`src/rtl/ula_arbiter_pkg.sv`:
```
// Shared types and defaults for the two-requester ULA arbiter.
// Optional grant statistics are enabled with ULA_ARB_STATS_EN.
package ula_arb_pkg;

    localparam int W_DEF     = 4;
    localparam int SEL_W_DEF = 3;
    localparam int CNT_W     = 4;
    localparam int GCNT_W    = 8;

    typedef enum logic [1:0] {
        IDLE = 2'd0,
        EXEC = 2'd1,
        RESP = 2'd2
    } state_e;

    typedef logic req_idx_t;

    function automatic logic [GCNT_W-1:0] sat_inc(
        input logic [GCNT_W-1:0] v
    );
        return (v == '1) ? v : v + 1'b1;
    endfunction

endpackage

```
`src/rtl/ula_arbiter_if.sv`:
```
// Requester channels, ULA drive/return and status for ula_arbiter.
// Grant counters are present only with ULA_ARB_STATS_EN defined.
interface ula_arbiter_if
    import ula_arb_pkg::*;
#(
    parameter int W     = W_DEF,
    parameter int SEL_W = SEL_W_DEF
);

    logic             r0_req_valid;
    logic             r0_req_ready;
    logic [W-1:0]     r0_op_a;
    logic [W-1:0]     r0_op_b;
    logic [SEL_W-1:0] r0_sel;
    logic             r0_rsp_valid;
    logic             r0_rsp_ready;
    logic [W-1:0]     r0_rsp_data;

    logic             r1_req_valid;
    logic             r1_req_ready;
    logic [W-1:0]     r1_op_a;
    logic [W-1:0]     r1_op_b;
    logic [SEL_W-1:0] r1_sel;
    logic             r1_rsp_valid;
    logic             r1_rsp_ready;
    logic [W-1:0]     r1_rsp_data;

    logic [W-1:0]     ula_op_a;
    logic [W-1:0]     ula_op_b;
    logic [SEL_W-1:0] ula_sel;
    logic [W-1:0]     ula_out;

    logic             busy;

`ifdef ULA_ARB_STATS_EN
    logic [GCNT_W-1:0] r0_grant_cnt;
    logic [GCNT_W-1:0] r1_grant_cnt;
`endif

    // Requester side plus the external ULA result
    modport master (
        output r0_req_valid, r0_op_a, r0_op_b, r0_sel, r0_rsp_ready,
        output r1_req_valid, r1_op_a, r1_op_b, r1_sel, r1_rsp_ready,
        output ula_out,
        input  r0_req_ready, r0_rsp_valid, r0_rsp_data,
        input  r1_req_ready, r1_rsp_valid, r1_rsp_data,
        input  ula_op_a, ula_op_b, ula_sel,
        input  busy
`ifdef ULA_ARB_STATS_EN
        , input r0_grant_cnt, r1_grant_cnt
`endif
    );

    modport slave (
        input  r0_req_valid, r0_op_a, r0_op_b, r0_sel, r0_rsp_ready,
        input  r1_req_valid, r1_op_a, r1_op_b, r1_sel, r1_rsp_ready,
        input  ula_out,
        output r0_req_ready, r0_rsp_valid, r0_rsp_data,
        output r1_req_ready, r1_rsp_valid, r1_rsp_data,
        output ula_op_a, ula_op_b, ula_sel,
        output busy
`ifdef ULA_ARB_STATS_EN
        , output r0_grant_cnt, r1_grant_cnt
`endif
    );

endinterface

```
`src/rtl/ula_arbiter_rr_arb2.sv`:
```
// Two-way round-robin picker; the previous winner is held by the caller.
// Grant is one-hot, or zero when nobody requests.
module rr_arb2
    import ula_arb_pkg::*;
(
    input  logic [1:0] req_i,
    input  req_idx_t   last_grant_i,
    output logic [1:0] gnt_o
);

    always_comb begin
        gnt_o = 2'b00;
        unique case (1'b1)
            (req_i == 2'b11): gnt_o = last_grant_i ? 2'b01 : 2'b10;
            (req_i == 2'b01): gnt_o = 2'b01;
            (req_i == 2'b10): gnt_o = 2'b10;
            default:          gnt_o = 2'b00;
        endcase
    end

endmodule

```
`src/rtl/ula_arbiter.sv`:
```
// Shares one external ULA between two valid/ready requesters, round-robin.
// Define ULA_ARB_STATS_EN to add saturating per-requester grant counters.
module ula_arbiter
    import ula_arb_pkg::*;
#(
    parameter int W       = W_DEF,
    parameter int SEL_W   = SEL_W_DEF,
    parameter int ULA_LAT = 1
) (
    input logic          clk,
    input logic          rst,
    ula_arbiter_if.slave bus
);

    state_e           state_q, state_d;
    req_idx_t         last_q, last_d;
    req_idx_t         own_q, own_d;
    logic [CNT_W-1:0] cnt_q, cnt_d;
    logic [W-1:0]     opa_q, opa_d;
    logic [W-1:0]     opb_q, opb_d;
    logic [SEL_W-1:0] sel_q, sel_d;
    logic [1:0]       vld_q, vld_d;
    logic [W-1:0]     d0_q, d0_d;
    logic [W-1:0]     d1_q, d1_d;

    logic [1:0] req;
    logic [1:0] gnt;
    logic [1:0] rdy;
    logic       acc;
    logic       rsp_hs;

    assign req = {bus.r1_req_valid, bus.r0_req_valid};

    rr_arb2 u_rr (
        .req_i        (req),
        .last_grant_i (last_q),
        .gnt_o        (gnt)
    );

    assign rdy    = (state_q == IDLE) ? gnt : 2'b00;
    assign acc    = |rdy;
    assign rsp_hs = (state_q == RESP) &&
                    (own_q ? bus.r1_rsp_ready : bus.r0_rsp_ready);

    always_comb begin
        state_d = state_q;
        last_d  = last_q;
        own_d   = own_q;
        cnt_d   = cnt_q;
        opa_d   = opa_q;
        opb_d   = opb_q;
        sel_d   = sel_q;
        vld_d   = vld_q;
        d0_d    = d0_q;
        d1_d    = d1_q;
        unique case (state_q)
            IDLE: begin
                if (acc) begin
                    own_d   = gnt[1];
                    last_d  = gnt[1];
                    opa_d   = gnt[1] ? bus.r1_op_a : bus.r0_op_a;
                    opb_d   = gnt[1] ? bus.r1_op_b : bus.r0_op_b;
                    sel_d   = gnt[1] ? bus.r1_sel  : bus.r0_sel;
                    cnt_d   = CNT_W'(ULA_LAT - 1);
                    state_d = EXEC;
                end
            end
            EXEC: begin
                if (cnt_q == '0) begin
                    if (own_q) d1_d = bus.ula_out;
                    else       d0_d = bus.ula_out;
                    vld_d[own_q] = 1'b1;
                    state_d      = RESP;
                end else begin
                    cnt_d = cnt_q - 1'b1;
                end
            end
            RESP: begin
                if (rsp_hs) begin
                    vld_d   = 2'b00;
                    state_d = IDLE;
                end
            end
            default: state_d = IDLE;
        endcase
    end

    // last_q resets to 1 so requester 0 wins the first contested round
    always_ff @(posedge clk or posedge rst) begin
        if (rst) begin
            state_q <= IDLE;
            last_q  <= 1'b1;
            own_q   <= 1'b0;
            cnt_q   <= '0;
            opa_q   <= '0;
            opb_q   <= '0;
            sel_q   <= '0;
            vld_q   <= 2'b00;
            d0_q    <= '0;
            d1_q    <= '0;
        end else begin
            state_q <= state_d;
            last_q  <= last_d;
            own_q   <= own_d;
            cnt_q   <= cnt_d;
            opa_q   <= opa_d;
            opb_q   <= opb_d;
            sel_q   <= sel_d;
            vld_q   <= vld_d;
            d0_q    <= d0_d;
            d1_q    <= d1_d;
        end
    end

    assign bus.r0_req_ready = rdy[0];
    assign bus.r1_req_ready = rdy[1];
    assign bus.r0_rsp_valid = vld_q[0];
    assign bus.r1_rsp_valid = vld_q[1];
    assign bus.r0_rsp_data  = d0_q;
    assign bus.r1_rsp_data  = d1_q;
    assign bus.ula_op_a     = opa_q;
    assign bus.ula_op_b     = opb_q;
    assign bus.ula_sel      = sel_q;
    assign bus.busy         = (state_q != IDLE);

`ifdef ULA_ARB_STATS_EN
    logic [GCNT_W-1:0] gc0_q, gc1_q;

    always_ff @(posedge clk or posedge rst) begin
        if (rst) begin
            gc0_q <= '0;
            gc1_q <= '0;
        end else begin
            if (rdy[0]) gc0_q <= sat_inc(gc0_q);
            if (rdy[1]) gc1_q <= sat_inc(gc1_q);
        end
    end

    assign bus.r0_grant_cnt = gc0_q;
    assign bus.r1_grant_cnt = gc1_q;
`endif

endmodule

```
`src/flat_wrapper.sv`:
```
// flat-port wrapper written by rule: the top's interface ports become plain ports
module ula_arbiter_flat import ula_arb_pkg::*;
#(
    parameter int W       = W_DEF,
    parameter int SEL_W   = SEL_W_DEF,
    parameter int ULA_LAT = 1
)
  (clk, rst, bus_r0_req_valid, bus_r0_op_a, bus_r0_op_b, bus_r0_sel, bus_r0_rsp_ready, bus_r1_req_valid, bus_r1_op_a, bus_r1_op_b, bus_r1_sel, bus_r1_rsp_ready, bus_ula_out, bus_r0_req_ready, bus_r0_rsp_valid, bus_r0_rsp_data, bus_r1_req_ready, bus_r1_rsp_valid, bus_r1_rsp_data, bus_ula_op_a, bus_ula_op_b, bus_ula_sel, bus_busy);
  ula_arbiter_if #(.W(W), .SEL_W(SEL_W)) bus_i ();
  input logic clk;
  input logic rst;
  input wire logic [$bits(bus_i.r0_req_valid)-1:0] bus_r0_req_valid;
  input wire logic [$bits(bus_i.r0_op_a)-1:0] bus_r0_op_a;
  input wire logic [$bits(bus_i.r0_op_b)-1:0] bus_r0_op_b;
  input wire logic [$bits(bus_i.r0_sel)-1:0] bus_r0_sel;
  input wire logic [$bits(bus_i.r0_rsp_ready)-1:0] bus_r0_rsp_ready;
  input wire logic [$bits(bus_i.r1_req_valid)-1:0] bus_r1_req_valid;
  input wire logic [$bits(bus_i.r1_op_a)-1:0] bus_r1_op_a;
  input wire logic [$bits(bus_i.r1_op_b)-1:0] bus_r1_op_b;
  input wire logic [$bits(bus_i.r1_sel)-1:0] bus_r1_sel;
  input wire logic [$bits(bus_i.r1_rsp_ready)-1:0] bus_r1_rsp_ready;
  input wire logic [$bits(bus_i.ula_out)-1:0] bus_ula_out;
  output wire logic [$bits(bus_i.r0_req_ready)-1:0] bus_r0_req_ready;
  output wire logic [$bits(bus_i.r0_rsp_valid)-1:0] bus_r0_rsp_valid;
  output wire logic [$bits(bus_i.r0_rsp_data)-1:0] bus_r0_rsp_data;
  output wire logic [$bits(bus_i.r1_req_ready)-1:0] bus_r1_req_ready;
  output wire logic [$bits(bus_i.r1_rsp_valid)-1:0] bus_r1_rsp_valid;
  output wire logic [$bits(bus_i.r1_rsp_data)-1:0] bus_r1_rsp_data;
  output wire logic [$bits(bus_i.ula_op_a)-1:0] bus_ula_op_a;
  output wire logic [$bits(bus_i.ula_op_b)-1:0] bus_ula_op_b;
  output wire logic [$bits(bus_i.ula_sel)-1:0] bus_ula_sel;
  output wire logic [$bits(bus_i.busy)-1:0] bus_busy;
  assign bus_i.r0_req_valid = bus_r0_req_valid;
  assign bus_i.r0_op_a = bus_r0_op_a;
  assign bus_i.r0_op_b = bus_r0_op_b;
  assign bus_i.r0_sel = bus_r0_sel;
  assign bus_i.r0_rsp_ready = bus_r0_rsp_ready;
  assign bus_i.r1_req_valid = bus_r1_req_valid;
  assign bus_i.r1_op_a = bus_r1_op_a;
  assign bus_i.r1_op_b = bus_r1_op_b;
  assign bus_i.r1_sel = bus_r1_sel;
  assign bus_i.r1_rsp_ready = bus_r1_rsp_ready;
  assign bus_i.ula_out = bus_ula_out;
  assign bus_r0_req_ready = bus_i.r0_req_ready;
  assign bus_r0_rsp_valid = bus_i.r0_rsp_valid;
  assign bus_r0_rsp_data = bus_i.r0_rsp_data;
  assign bus_r1_req_ready = bus_i.r1_req_ready;
  assign bus_r1_rsp_valid = bus_i.r1_rsp_valid;
  assign bus_r1_rsp_data = bus_i.r1_rsp_data;
  assign bus_ula_op_a = bus_i.ula_op_a;
  assign bus_ula_op_b = bus_i.ula_op_b;
  assign bus_ula_sel = bus_i.ula_sel;
  assign bus_busy = bus_i.busy;
  ula_arbiter #(.W(W), .SEL_W(SEL_W), .ULA_LAT(ULA_LAT)) u_core (.clk(clk), .rst(rst), .bus(bus_i));
endmodule
```
`config.mk`:
```
export PLATFORM = sky130hd
export DESIGN_NAME = ula_arbiter_flat
export DESIGN_NICKNAME = d
export VERILOG_FILES = /design/src/rtl/ula_arbiter_pkg.sv /design/src/rtl/ula_arbiter_if.sv /design/src/rtl/ula_arbiter_rr_arb2.sv /design/src/rtl/ula_arbiter.sv /design/src/flat_wrapper.sv
export SDC_FILE = /design/constraint.sdc
export NUM_CORES = 1
export LEC_CHECK = 0
export CORE_ASPECT_RATIO = 1.75
export CORE_UTILIZATION = 35
export CTS_BUF_LIST = sky130_fd_sc_hd__clkbuf_16
export DETAILED_ROUTE_END_ITERATION = 12
export PLACE_DENSITY_LB_ADDON = 0.2
export RECOVER_POWER = 25
export SLEW_MARGIN = 20
export SYNTH_ARGS = -nofsm -noshare
export SYNTH_HDL_FRONTEND = slang
export SYNTH_SLANG_ARGS = --single-unit
```
`constraint.sdc`:
```
create_clock -name clk -period 1.7 [get_ports clk]
set_input_delay 0.34 -clock clk [delete_from_list [all_inputs] [get_ports clk]]
set_output_delay 0.34 -clock clk [all_outputs]
set_load 0.1 [all_outputs]
```
==> run summary, run 1 <==
The initial DRC count is 17. The final number of max-transition violations is 0. The number of buffer cells added on primary ports came out at 55. Of the total synthesized cell area, the portion taken by full adders, half adders and majority gates is 0.0333.

The horizontal extent of the die is 51.5 um. The number of distinct library cells after synthesis came out at 35. For the worst setup path, the data required time is 1.85 ns. The path with the worst hold slack has its endpoint at u_core.bus.ula_op_b[3]. The leading area contributor after synthesis is dfrtp_1. The relative area change from synthesis to final layout came out at 77.2%. The number of synthesis warnings is 0. The number of cells on the worst reg-to-reg path is 6.

The highest fanout seen on the critical path came out at 4. The combined area of the multi-input logic cells came out at 776 sq um. The startpoint identified for the worst hold timing path is u_core.bus.ula_op_b[3]. The share of layout cells above drive strength 1 is 0.350.

The number of search-and-repair iterations in the first detailed-routing pass is 4. The combined area of all synthesized cells is 1500 sq um. The sequential-to-total area share from yosys stat is 0.484. The layout filler cell count came out at 343. The xor/xnor share of the synthesized area is 0. The wire length of the first global-routing pass is 6290 um. On the critical path, the stage with the largest delay is an instance of or3b_4. The post-route setup TNS is 0 ns. In this run, synthesis produced a sequential element count of 29. The number of antenna-violating nets in the routed design came out at 0.

For this configuration, the core starts out at a cell density of 0.365. The number of antenna violations at the first check in global routing came to 0. The critical path goes through inv_2 -> ha_4 -> or3b_4 -> nor3_4 -> buf_6 -> mux2_4.

The fraction of registers with async set or reset after synthesis is 1.00. The die is 88.6 um tall. The number of DRC violations after detailed routing is 0. Setup violations remaining at the end of the flow were counted as 0. The area taken by flip-flops and latches is 727 sq um. The via count of the first global-routing pass was 1415.

The site row count came out at 31. The post-synthesis area per instance is 10.6 sq um. The path class of the tightest hold or removal check is reg2reg. The capturing point of the worst reg2reg path is u_core.bus.r0_rsp_data[1]. The clock-pin slew on the worst setup and hold paths came out at 0.05 ns. The worst slew margin relative to its limit is 0.516. Setup repair after global routing could not meet its margin everywhere. The total global routing track utilization is 0.186. At the worst endpoint, the arrival time is 1.84 ns. The routed design has 3840 um of wire. The number of standard cells after synthesis came out at 141.

The most common cell in the synthesized netlist is dfrtp_1. For this run, the share of the core covered by cells in the final layout is 0.647. Across all layers, the routed design uses 1353 vias. In this run the deepest clock path goes through 2 buffers.

The minimum clock period is 1.68 ns. The commonest cells after synthesis are dfrtp_1, nand2_1, o21ai_0. Entering global routing, the biggest net connects 30 pins.

The CTS buffer count came out at 5. The worst clock skew is 0.00671 ns. The detailed router put a total of 1240 um of wire on met1.

Of the total synthesized cell area, the portion taken by AND, OR, NAND and NOR gates is 0.131. The worst hold slack after final layout is 0.536 ns. In the post-synthesis netlist, the biggest area contributors are dfrtp_1, mux2i_1, mux2_2, o21ai_0, nand2_1.

By area, the combinational part of the netlist is dominated by compound AO/OA/AOI/OAI gates. The per-cell routed wire length came out at 14.6 um. STA classifies the critical path endpoint as a flop. The worst setup path is of the reg2reg kind.

The max-capacitance violation count came out at 0. The total overflow left after global routing is 0. The startpoint type of the worst setup path is a flop. The share of cell area taken by muxes after synthesis came out at 0.140.

The number of inserted diodes is 0. The core area came out at 4110 sq um. After detailed routing, no signal wire sits above met4. Wire segments on met3 add up to 233 um in the final route. The TritonCTS sink count came out at 29. TritonCTS built the clock tree. CTS placed an instance of clkbuf_16 at the clock tree root. Using the TritonRoute via totals, the vias-per-cell ratio works out to 5.14. CTS built an H-tree with a depth of 2.

The reg-to-reg startpoint is u_core.cnt_q[0]. Once placement completed, the tool counted placed cells totaling 251. At the pin with the least slew margin, the transition time is 0.726 ns. Detailed routing placed a total of 2270 um of wire on met2. The final weighted congestion in routability-driven placement came out at 0.766. The final cycle utilization of the critical path came out at 0.991.

Yosys mapped a number of flops with a built-in enable equal to 0. The flow ran to the end, and the final reports show no timing, DRC or antenna violations. The latest clock arrival within the worst-skew pair came out at 0.27 ns. The minimum setup slack among reg-to-reg paths is 0.02 ns. The compound-cell area share of the yosys netlist was 0.153.

The number of primary I/O pins came out at 56. Counting every net in the synthesized netlist gives 177. After clock tree synthesis, the flow added hold-fix buffers numbering 0.

The final standard cell count with taps included and fillers excluded came out at 263. The HPWL after detailed placement is 2890 um. The highest achievable clock rate is 594 MHz. The final layout contains 249 nets. The number of hold violations in the final report came to 0. Along the worst hold path, the cell count comes to 2.

The total die area came out at 4570 sq um. The share of synthesized area in the top cell type comes to 0.467. The highest cell delay on the worst timing path came out at 0.40 ns. The most used flip-flop cell after synthesis is dfrtp_1.
==> state kept, by name, summed over array words and instances (netlist names) <==
name                    cells
u_core.bus.ula_op_b         4
u_core.bus.r0_rsp_data      4
u_core.last_q               1
u_core.vld_q                2
u_core.state_q              2
u_core.bus.ula_op_a         4
u_core.bus.ula_sel          3
u_core.bus.r1_rsp_data      4
u_core.own_q                1
u_core.cnt_q                4
==> final cells by class <==
type,instances,share of cell area
clock buffer,5,0.0470
clock inverter,3,0.00470
inverter,13,0.0183
multi-input combinational,93,0.292
sequential,29,0.273
tap,49,0.0230
timing repair buffer,71,0.342
==> cell usage in the layout (no fill, tap or decap), drive strengths merged <==
cell	count
or3	1
a31oi	1
clkdlybuf4s50	28
nor3	2
inv	15
o32a	2
dfstp	1
dlygate4sd2	2
dfrtp	28
o221ai	3
or3b	1
o311ai	2
mux2i	12
a21oi	2
buf	39
nand3b	3
and2	2
nor2	4
nor3b	2
a21boi	1
dlygate4sd3	1
a221oi	2
a211oi	2
a2bb2oi	1
nand3	4
mux2	8
clkbuf	6
nand2	15
clkinv	1
o21bai	1
o21ai	17
ha	4
or2	1
==> logic make-up (layout without fill, tap and decap cells) <==
kind of cell	Yosys count	count (layout)
and+or+nand+nor	35	35
AOI/OAI and AO/OA	34	34
DFF	29	29
muxes	20	20
buffers and inverters	19	92
adders and majority gates	4	4
==> critical path: cells and delay by family, from the launching register on <==
family	cells	cell delay, ns
adder cells (fa/ha/maj)	1	0.13
buffers and inverters	2	0.22
multiplexers	1	0.30
AND/OR/NAND/NOR	2	0.54
flip-flops	1	0.38
==> through the flow <==
stage | instance area [sq um] | worst slack (ns)
after floorplan | 1510 | 0.0108
after detailed placement | 2420 | -0.182
final | 2660 | 0.0156
after CTS | 2620 | -0.0541
after global placement | 2420 | -0.0551
after global routing | 2660 | -0.0418
==> worst max-delay path by stage <==
stage	startpoint	end	slack, ns	depth (start not counted)
2_1_floorplan	u_core.state_q[0]	bus_r0_req_ready	0.01	5
5_1_grt	u_core.cnt_q[0]	u_core.bus.r0_rsp_data[1]	-0.04	6
6_report	u_core.cnt_q[0]	u_core.bus.r0_rsp_data[1]	0.02	6
4_1_cts	u_core.cnt_q[1]	u_core.bus.r0_rsp_data[1]	-0.05	6
3_3_place_gp	bus_r0_req_valid	u_core.cnt_q[0]	-0.06	5
3_5_place_dp	bus_r0_req_valid	u_core.cnt_q[1]	-0.18	5
==> repair_timing <==
action,4_1_cts,5_1_grt
pin swaps,2,5
gates cloned,0,0
endpoints found under the setup margin,11,12
buffers inserted,3,1
gates resized for setup,15,7
==> routing by layer <==
metal  up-vias  GRT usage
li1        645          -
met1       648      0.179
met2        50      0.348
met3        10     0.0567
met4         0     0.0885
met5         -          0
Power of run 1 is not shown: default switching activity piles up to over one toggle a cycle in this logic, so the estimate is an artifact.
==> run 2, diff against run 1 <==
- CAP_MARGIN: default -> 20
- GPL_ROUTABILITY_DRIVEN: default -> 0
==> results of run 2 <==
The final DEF is identical to that of run 1; final timing and power are the same.
Power of run 2 is left out for the same reason.
